### config.mk
export PLATFORM = sky130hd
export DESIGN_NAME = joy_port_reader
export DESIGN_NICKNAME = d
export VERILOG_FILES = /design/src/rtl/joy_port_reader.sv
export SDC_FILE = /design/constraint.sdc
export NUM_CORES = 1
export LEC_CHECK = 0
export CAP_MARGIN = 20
export CORE_MARGIN = 2
export CORE_UTILIZATION = 35
export CTS_BUF_LIST = sky130_fd_sc_hd__clkbuf_8 sky130_fd_sc_hd__clkbuf_16
export DETAILED_ROUTE_END_ITERATION = 10
export HOLD_SLACK_MARGIN = 0.12
export SLEW_MARGIN = 20
export SYNTH_ARGS = -nofsm -noshare
export SYNTH_HDL_FRONTEND = slang
export SYNTH_SLANG_ARGS = --single-unit
export TNS_END_PERCENT = 50
### constraint.sdc
create_clock -name CLK -period 1.4 [get_ports CLK]
set_input_delay 0.42 -clock CLK [delete_from_list [all_inputs] [get_ports CLK]]
set_output_delay 0.42 -clock CLK [all_outputs]
set_load 0.05 [all_outputs]
### src/rtl/joy_port_reader.sv
// Serial controller port poller: pulses the OUT0 strobe, clocks NBITS bits in on /OE and presents them as one word.
// Optional JOY_DOUBLE_READ_EN runs a second pass and flags any mismatch between the two passes on err.
module joy_port_reader #(
  parameter int NBITS         = 8,
  parameter int STROBE_CYCLES = 4,
  parameter int LOW_CYCLES    = 2,
  parameter int HIGH_CYCLES   = 2
) (
  input  logic             CLK,
  input  logic             RES,
  input  logic             start,
  input  logic             sdata_i,
  output logic             strobe_o,
  output logic             n_oe,
  output logic             busy,
  output logic             done,
  output logic [NBITS-1:0] data,
  output logic             err
);

  localparam int MAXSL = (STROBE_CYCLES > LOW_CYCLES) ? STROBE_CYCLES : LOW_CYCLES;
  localparam int MAXC  = (MAXSL > HIGH_CYCLES) ? MAXSL : HIGH_CYCLES;
  localparam int CW    = (MAXC > 1) ? $clog2(MAXC) : 1;
  localparam int IW    = (NBITS > 1) ? $clog2(NBITS) : 1;

  localparam logic [CW-1:0] S_LOAD   = CW'(STROBE_CYCLES - 1);
  localparam logic [CW-1:0] L_LOAD   = CW'(LOW_CYCLES - 1);
  localparam logic [CW-1:0] H_LOAD   = CW'(HIGH_CYCLES - 1);
  localparam logic [IW-1:0] LAST_IDX = IW'(NBITS - 1);

  typedef enum logic [2:0] {
    IDLE,
    STROBE,
    BIT_LOW,
    BIT_HIGH,
    FINISH
  } state_t;

  state_t           state_q, state_d;
  logic [CW-1:0]    cnt_q, cnt_d;
  logic [IW-1:0]    idx_q, idx_d;
  logic [NBITS-1:0] shreg_q, shreg_d;
  logic [NBITS-1:0] data_q;
  logic             done_q;
`ifdef JOY_DOUBLE_READ_EN
  logic             pass_q, pass_d;
  logic [NBITS-1:0] first_q, first_d;
  logic             err_q;
`endif

  // Each phase counter counts down from its reload value; reaching zero ends the phase.
  always_comb begin
    state_d = state_q;
    cnt_d   = cnt_q;
    idx_d   = idx_q;
    shreg_d = shreg_q;
`ifdef JOY_DOUBLE_READ_EN
    pass_d  = pass_q;
    first_d = first_q;
`endif
    case (state_q)
      IDLE: begin
        if (start) begin
          state_d = STROBE;
          cnt_d   = S_LOAD;
`ifdef JOY_DOUBLE_READ_EN
          pass_d  = 1'b0;
`endif
        end
      end
      STROBE: begin
        if (cnt_q == '0) begin
          state_d = BIT_LOW;
          cnt_d   = L_LOAD;
          idx_d   = '0;
        end else begin
          cnt_d = cnt_q - 1'b1;
        end
      end
      BIT_LOW: begin
        if (cnt_q == '0) begin
          shreg_d[idx_q] = ~sdata_i;
          state_d        = BIT_HIGH;
          cnt_d          = H_LOAD;
        end else begin
          cnt_d = cnt_q - 1'b1;
        end
      end
      BIT_HIGH: begin
        if (cnt_q != '0) begin
          cnt_d = cnt_q - 1'b1;
        end else if (idx_q != LAST_IDX) begin
          idx_d   = idx_q + 1'b1;
          state_d = BIT_LOW;
          cnt_d   = L_LOAD;
        end else begin
`ifdef JOY_DOUBLE_READ_EN
          if (!pass_q) begin
            first_d = shreg_q;
            pass_d  = 1'b1;
            state_d = STROBE;
            cnt_d   = S_LOAD;
          end else begin
            state_d = FINISH;
          end
`else
          state_d = FINISH;
`endif
        end
      end
      FINISH: state_d = IDLE;
      default: state_d = IDLE;
    endcase
  end

  // The published word and done pulse are registered together when FINISH retires.
  always_ff @(posedge CLK or posedge RES) begin
    if (RES) begin
      state_q <= IDLE;
      cnt_q   <= '0;
      idx_q   <= '0;
      shreg_q <= '0;
      data_q  <= '0;
      done_q  <= 1'b0;
    end else begin
      state_q <= state_d;
      cnt_q   <= cnt_d;
      idx_q   <= idx_d;
      shreg_q <= shreg_d;
      done_q  <= (state_q == FINISH);
      if (state_q == FINISH) data_q <= shreg_q;
    end
  end

`ifdef JOY_DOUBLE_READ_EN
  always_ff @(posedge CLK or posedge RES) begin
    if (RES) begin
      pass_q  <= 1'b0;
      first_q <= '0;
      err_q   <= 1'b0;
    end else begin
      pass_q  <= pass_d;
      first_q <= first_d;
      if (state_q == FINISH) err_q <= (first_q != shreg_q);
    end
  end

  assign err = err_q;
`else
  assign err = 1'b0;
`endif

  assign strobe_o = (state_q == STROBE);
  assign n_oe     = (state_q != BIT_LOW);
  assign busy     = (state_q != IDLE);
  assign done     = done_q;
  assign data     = data_q;

endmodule
==> reports/results.ini <==
[sta]
skew_ns=0.0109
hold_viol=0
rsz0062_at_grt=true
fin_crit_sh_pct=116
drv_slew=0
clock.fmax_mhz=615
finalSetupViolCount=20
hold_ws_ns=0.474
worst_slack_ns=-0.227
min_period_ns=1.63

[power]
combPwrFrac_pct=56.6
p_switching_mw=1.41
power_density_nw_per_um2=1980
switching_share_pct=38.5
leakagePower_nw=0.829
power.internal_mw=2.24
pwr-share-seq_pct=31.9
pwr-share-clk_pct=11.5
finalPower_mw=3.65
vdd.ir_drop.worst_v=0.000973

[placed_design]
io_buffer_count=15
place_congestion=0.770
placedCellCount=176
dp_hpwl_um=1750

[setup_path]
reg2reg_slack_ns=-0.16
start_kind=flop
crit_required_ns=0.98
critPathLaunch=state_q[2]
path_cells=buf_6 -> nor3b_4 -> buf_12
critPathTopFamily=flip-flops
slowest_stage=dfrtp_1
critical_path_class=flop to output port
cp_max_fo=2
crit_path_end_kind=output port
arrival_ns=1.21
crit_buf_inv=2
max_stage_delay_ns=0.41
rr_startpoint=state_q[2]

[grt]
track_usage_pct=15.5
grt_pass1_wl_um=4370
grt-ovfl-total=0
grt_pass1_vias=918
grt_max_degree=26
antenna_found_initial=0

[route]
drc=0
drt-initial-drc-count=41
route.vias.total=921
drt_wl_total_um=2480
routedWlPerCell_um=13.2
detail_route.first_pass.iterations=4
detail-route-antenna-nets=0
vias_per_cell=4.90

[flow_run]
cap_violations=0

[floorplanning]
rows=21
die_x_um=62.1
die_h_um=62.1
die_area_um2=3850
start_util_pct=35.9
core_um2=3280
io_pins=17

[clocking]
cts-root-buf=clkbuf_8
postCtsHoldBufs=0
cts_made_buffers=3
cts_sinks=25
cts_max_path_buffers=2
clkSlewWorstSetupHoldPaths_ns=0.09
clk-insertion-delay-late_ns=0.27
htree_num_levels=1
cts_tree=yes

[logic_synthesis]
syn_inst=99
postSynthNetCount=105
synth_flop_cell=dfrtp_1
synth.distinct_cells=33
ys_warn_count=0
ys_ff_latch=25
netlist_area_um2=1180
post_synth.cell_area_avg_um2=11.9
ys_seq_area_share_pct=53.0
async_reset_ff_share_pct=100
synth-edff-count=0

[layout]
layout-drive-gt1-share_pct=48.6
nNetsFinal=149
final_cells=188
areaGrowthSynthToFinish_pct=56.1
n_antenna_cell=0
final_cell_mix=dfrtp_1, buf_4, buf_12

[hold_path]
hp-class=input port to asynchronous set/reset pin

[outcome]
violations=negative setup slack
outcome=complete, but fails checks

-- sequential cells by signal, indices dropped and copies added, names as in the netlist --
name	flops
done	1
shreg_q	8
data	8
cnt_q	2
idx_q	3
state_q	3
-- power by group through the flow --
stage | registers (mW) | clock network, mW | logic (mW)
CTS | 1.16 | 0.435 | 2.04
finish | 1.16 | 0.421 | 2.07
global route | 1.20 | 0.468 | 2.23
detailed placement | 1.15 | 0 | 1.84
floorplan | 1.21 | 0 | 1.00
global placement | 1.15 | 0 | 1.79
-- logic make-up after synthesis --
| group | count (synthesis) | synth area share, % |
|---|---|---|
| AO/OA/AOI/OAI | 20 | 10.2 |
| buffers and inverters | 10 | 4.24 |
| adder cells (fa/ha/maj) | 2 | 2.12 |
| other | 1 | 0.318 |
| AND/OR/NAND/NOR | 27 | 17.1 |
| flip-flops | 25 | 53.0 |
| multiplexers | 14 | 13.0 |
-- timing repair --
item / 4_1_cts / 5_1_grt
cloned: 1 / 0
pin swaps: 11 / 8
setup endpoints to repair: 14 / 24
buffers inserted: 7 / 0
gates resized for setup: 16 / 4
-- path summary, 6_finish.rpt --
| path | to | cells after the start |
|---|---|---|
| setup / recovery | strobe_o | 3 |
| hold / removal | state_q[0] | 3 |
| setup reg to reg | idx_q[1] | 6 |
| hold reg to reg | data[1] | 1 |
| max in group asynchronous | cnt_q[0] | 3 |
| min in group CLK | data[1] | 1 |
-- metrics by stage --
step                      util, %  instance area (um^2)  TNS, ns  setup WS [ns]
after CTS                    55.7                  1830    -2.02         -0.208
final                        56.1                  1840    -2.42         -0.227
after floorplan                 -                  1210   -0.130        -0.0498
after global placement       50.7                  1660  -0.0149       -0.00936
after global routing         56.1                  1840    -3.70         -0.261
after detailed placement     50.7                  1660   -0.268        -0.0324
-- per-layer routing --
layer | track usage (%) | up-vias | share of wire [%]
met5 | 0 | - | 0
met2 | 26.3 | 17 | 52
li1 | - | 445 | -
met4 | 3.65 | 0 | 0.48
met3 | 1.86 | 2 | 2.5
met1 | 21.0 | 457 | 45
-- final cells by class --
class	instances	area, um^2
clock buffers	3	41.3
inverters	4	20.0
multi-input cells	65	576
clock inverters	1	5.00
fillers	278	1440
repair buffers	44	515
flip-flops and latches	25	627
well taps	46	57.6
-- synthesized netlist by cell type, drive strengths merged (2+ instances only) --
cell	instances	area (um^2)
nor3b	3	22.5
a31oi	7	43.8
o21ai	2	10.0
a21oi	9	45.0
ha	2	25.0
nand4	2	12.5
clkbuf	2	7.51
nor4	2	27.5
mux2	11	124
nor2	5	26.3
mux2i	3	30.0
nor3	2	15.0
dfrtp	25	626
nand2	6	22.5
inv	4	15.0
buf	4	27.5
nor4b	2	32.5
and4bb	2	25.0
-- worst register-to-register path, delay by kind of cell, from the launching register on --
family	cells	cell delay, ns
simple gates	2	0.32
flops	1	0.41
mux	1	0.28
buf+inv	3	0.42
Note: power is estimated with default switching activity, not from simulation.
==> patch 1 (same flow settings) <==
The 5 states of `state_t` get a Gray code encoding in 3 bits.
--- a/src/rtl/joy_port_reader.sv
+++ b/src/rtl/joy_port_reader.sv
@@ -29,11 +29,11 @@
   localparam logic [IW-1:0] LAST_IDX = IW'(NBITS - 1);
 
   typedef enum logic [2:0] {
-    IDLE,
-    STROBE,
-    BIT_LOW,
-    BIT_HIGH,
-    FINISH
+    IDLE     = 3'b000,
+    STROBE   = 3'b001,
+    BIT_LOW  = 3'b011,
+    BIT_HIGH = 3'b010,
+    FINISH   = 3'b110
   } state_t;
 
   state_t           state_q, state_d;
Check against the original RTL: no difference found for any inputs over 10 cycles, from zero or initial values; not proved beyond that.
==> patch 1 against the unedited design <==
The run still ends with setup timing left; routed wire length rose by 10%; sequential cell count did not move; cell area rose by 0.27%; worst setup slack got worse by 0.055 ns; global-route usage barely moved; synthesized area rose by 1.9%; register-to-register slack improved by 0.05 ns; via count rose by 4.7%; count of clock-buffer cells in the layout did not move; power rose by 12%.
==> patch 1: results (changes against the unedited design) <==
metric;value;unit;change
synth_area_per_cell;11.6;µm²;-3.0%
cts_max_level;1;;unchanged
dr.pass1.iters;4;;unchanged
drt_iter0_drc;50;;+22%
leakagePower;0.824;nW;-0.59%
vias_per_cell;5.36;;+9.3%
clk_latency;0.28;ns;
io_buffers;15;;unchanged
place_area;0.00161;mm²;-3.3%
finalSetupViolCount;13;;-35%
synth_xor_area_share;0;%;unchanged
grtUsageTotal;15.5;%;+0.025 points
critPathMaxFanout;3;;+1
skew;0.00199;ns;-0.00887 ns
hpwlAfterDp;1780;µm;+1.2%
clock_path_buffers;2;;unchanged
yosys.area_share.adder;2.08;%;-0.040 points
r2r_start;state_q[1]$_DFFE_PP0P_;;
slowest_stage;dfrtp_1;;
yosysSeqAreaShare;52.0;%;-0.99 points
switching_share;41.0;%;+2.5 points
grt_pass1_vias;991;;+8.0%
crit_end;busy;;
synth-compound-area-share;15.4;%;+5.2 points
min_path_type;primary input to async pin;;
fin_ws;-0.282;ns;-0.0545 ns
cp_top_family;flip-flops;;
grt_pass1_wl;4820;µm;+10%
place.gp.congestion;0.879;;+14%
synthTopCellsByArea;dfrtp_1, mux2_2, a31oi_1;;
async_flop_share;100;%;unchanged
routed_wl;2720;µm;+10%
clkTransAtPathRegs;0.08;ns;
ys.warnings.count;0;;unchanged
vias;964;;+4.7%
antennaDiodeCount;0;;unchanged
fill_cells;303;;+9.0%
violations;setup timing;;
cts_buffers;3;;unchanged
cp.arrival;1.26;ns;+0.05 ns
r2r_cells;5;;-1
muxShareOfSynthArea;9.16;%;-3.9 points
synth_commonest_cells;dfrtp_1, mux2_2, a21oi_1, a31oi_1, inv_1;;
syn_nets;110;;+4.8%
status;complete, but fails checks;;
fin_setup_tns;-1.39;ns;+1.03 ns
grt_max_degree;26;;unchanged
r2r_end;data[5]$_DFFE_PP0P_;;
vdd_drop_max;1.33;mV;+37%
fin_nets;141;;-5.4%
layout-drive-gt1-share;51.5;%;+2.9 points
synth.distinct_cells;36;;+9.1%
antenna_found_initial;0;;unchanged
reg2reg_slack;-0.11;ns;+0.05 ns
dpl.cell_count;172;;-2.3%
hold_slack;0.469;ns;-0.00428 ns
clock-root-buffer;clkbuf_8;;
patch 1: cell families after synthesis:
kind of cell | count (synthesis)
compound gates | 28
flops | 25
simple gates | 23
buf+inv | 15
mux | 10
fa+ha+maj | 2
other cells | 1
patch 1: worst reg2reg max path, cell delays in order, from the launching register on:
cell and delay, ns:
dfrtp_2 0.44, buf_6 0.13, buf_6 0.11, and2b_1 0.19
nand2_4 0.17, mux2_2 0.36
patch 1: per-layer routing:
layer | part of all wire (%) | global-route usage (%) | wire, µm
met4 | 2.5 | 6.67 | 67
met1 | 41 | 18.5 | 1120
met3 | 4.4 | 2.52 | 119
met2 | 52 | 27.6 | 1410
met5 | 0 | 0 | 0
patch 1: worst min-delay path by stage:
stage,cells after the start,end
after floorplan,1,cnt_q[0]$_DFFE_PP0P_
after global placement,1,state_q[1]$_DFFE_PP0P_
after detailed placement,1,state_q[1]$_DFFE_PP0P_
after CTS,3,data[4]$_DFFE_PP0P_
after global routing,3,data[4]$_DFFE_PP0P_
final,3,data[4]$_DFFE_PP0P_
patch 1: area by class of cell:
cell class / instances / area, µm² / area share [%]
sequential: 25 / 628 / 34.0
clock buffer: 3 / 41.3 / 2.24
clock inverter: 1 / 3.75 / 0.203
multi-input combinational: 64 / 647 / 35.0
inverter: 6 / 22.5 / 1.22
tap: 46 / 57.6 / 3.12
timing repair buffer: 35 / 447 / 24.2
patch 1: power groups by stage:
stage	sequential (mW)	combinational, mW	clock (mW)
global route	1.25	2.64	0.479
floorplan	1.28	1.11	0
CTS	1.18	2.09	0.442
detailed placement	1.20	1.95	0
global placement	1.18	1.91	0
finish	1.21	2.43	0.430
patch 1: what timing repair did:
action | CTS | global route
setup buffers | 3 | 2
gates resized for setup | 11 | 28
setup endpoints to repair | 7 | 24
pin swaps | 1 | 14
==> patch 2 (same settings) <==
Without the edit above. The parameter `HIGH_CYCLES` goes from 2 to 1.
--- a/src/rtl/joy_port_reader.sv
+++ b/src/rtl/joy_port_reader.sv
@@ -4,7 +4,7 @@
   parameter int NBITS         = 8,
   parameter int STROBE_CYCLES = 4,
   parameter int LOW_CYCLES    = 2,
-  parameter int HIGH_CYCLES   = 2
+  parameter int HIGH_CYCLES   = 1
 ) (
   input  logic             CLK,
   input  logic             RES,
Function: changed (Yosys sat finds a counterexample within 10 cycles, from zero or initial values).
==> patch 2 against the unedited design <==
The run still ends with setup timing left; sequential cell count stayed put; synthesized area grew 4.0%; routed wire length fell by 5.4%; combinational power decreased by 41%; worst setup slack worse by 0.038 ns; sequential share of layout area is 0.61 points higher; cell area fell by 1.6%; via count decreased by 0.33%; power shrank 27%; largest power group unchanged.
==> patch 2: results (changes against the unedited design) <==
metric;value;unit;change
grtUsageTotal;12.9;%;-2.6 points
final-instance-count-excl-fill;186;;-1.1%
leakagePower;0.846;nW;+2.0%
synthTopCellsByArea;dfrtp_1, mux2_2, mux2i_1;;
fin_ws;-0.266;ns;-0.0383 ns
hpwlAfterDp;1700;µm;-3.2%
r2r_end;shreg_q[3]$_DFFE_PP0P_;;
yosysSeqAreaShare;51.0;%;-2.1 points
met1_usage;17.6;%;-3.5 points
finalSetupViolCount;22;;+10%
grt_pass1_vias;902;;-1.7%
grtUsageMet2;21.1;%;-5.2 points
fin_setup_tns;-2.98;ns;-0.565 ns
syn_nets;110;;+4.8%
postSynthCellCount;104;;+5.1%
violations;setup timing;;
wl_met2;1200;µm;-6.7%
drt_iter0_drc;13;;-68%
skew;0.00356;ns;-0.00730 ns
synth_commonest_cells;dfrtp_1, mux2_2, a21oi_1;;
layout-drive-gt1-share;46.4;%;-2.2 points
dpl.cell_count;175;;-0.57%
hold_slack;0.482;ns;+0.00864 ns
grt_pass1_wl;4170;µm;-4.7%
crit_end;busy;;
status;complete, but fails checks;;
## patch 2: cell type report
cell class / instances / area (µm²) / area share, %
flip-flops and latches: 25 / 628 / 34.6
repair buffers: 40 / 498 / 27.5
clock inverters: 1 / 7.51 / 0.414
well taps: 46 / 57.6 / 3.17
multi-input cells: 66 / 562 / 31.0
clock buffers: 3 / 41.3 / 2.28
inverters: 5 / 18.8 / 1.04
## patch 2: what timing repair did
item	CTS	global route
setup buffers	6	1
pin swaps	5	2
gates resized for setup	7	4
setup endpoints to repair	14	23
## patch 2: critical path, stage by stage (launching register included)
cell	delay, ns
dfrtp_2	0.45
or3_4	0.38
buf_8	0.16
## patch 2: cells by family after synthesis
kind of cell,synth area share (%)
muxes,13.4
adders and majority gates,2.04
buffers and inverters,5.81
DFF,51.0
AOI/OAI and AO/OA,8.16
other,0.306
and+or+nand+nor,19.4
## patch 2: power breakdown
part	switching, mW	leakage (nW)	internal [mW]
Combinational	0.589	0.517	0.645
Clock	0.225	0.0217	0.201
Sequential	0.128	0.307	0.888
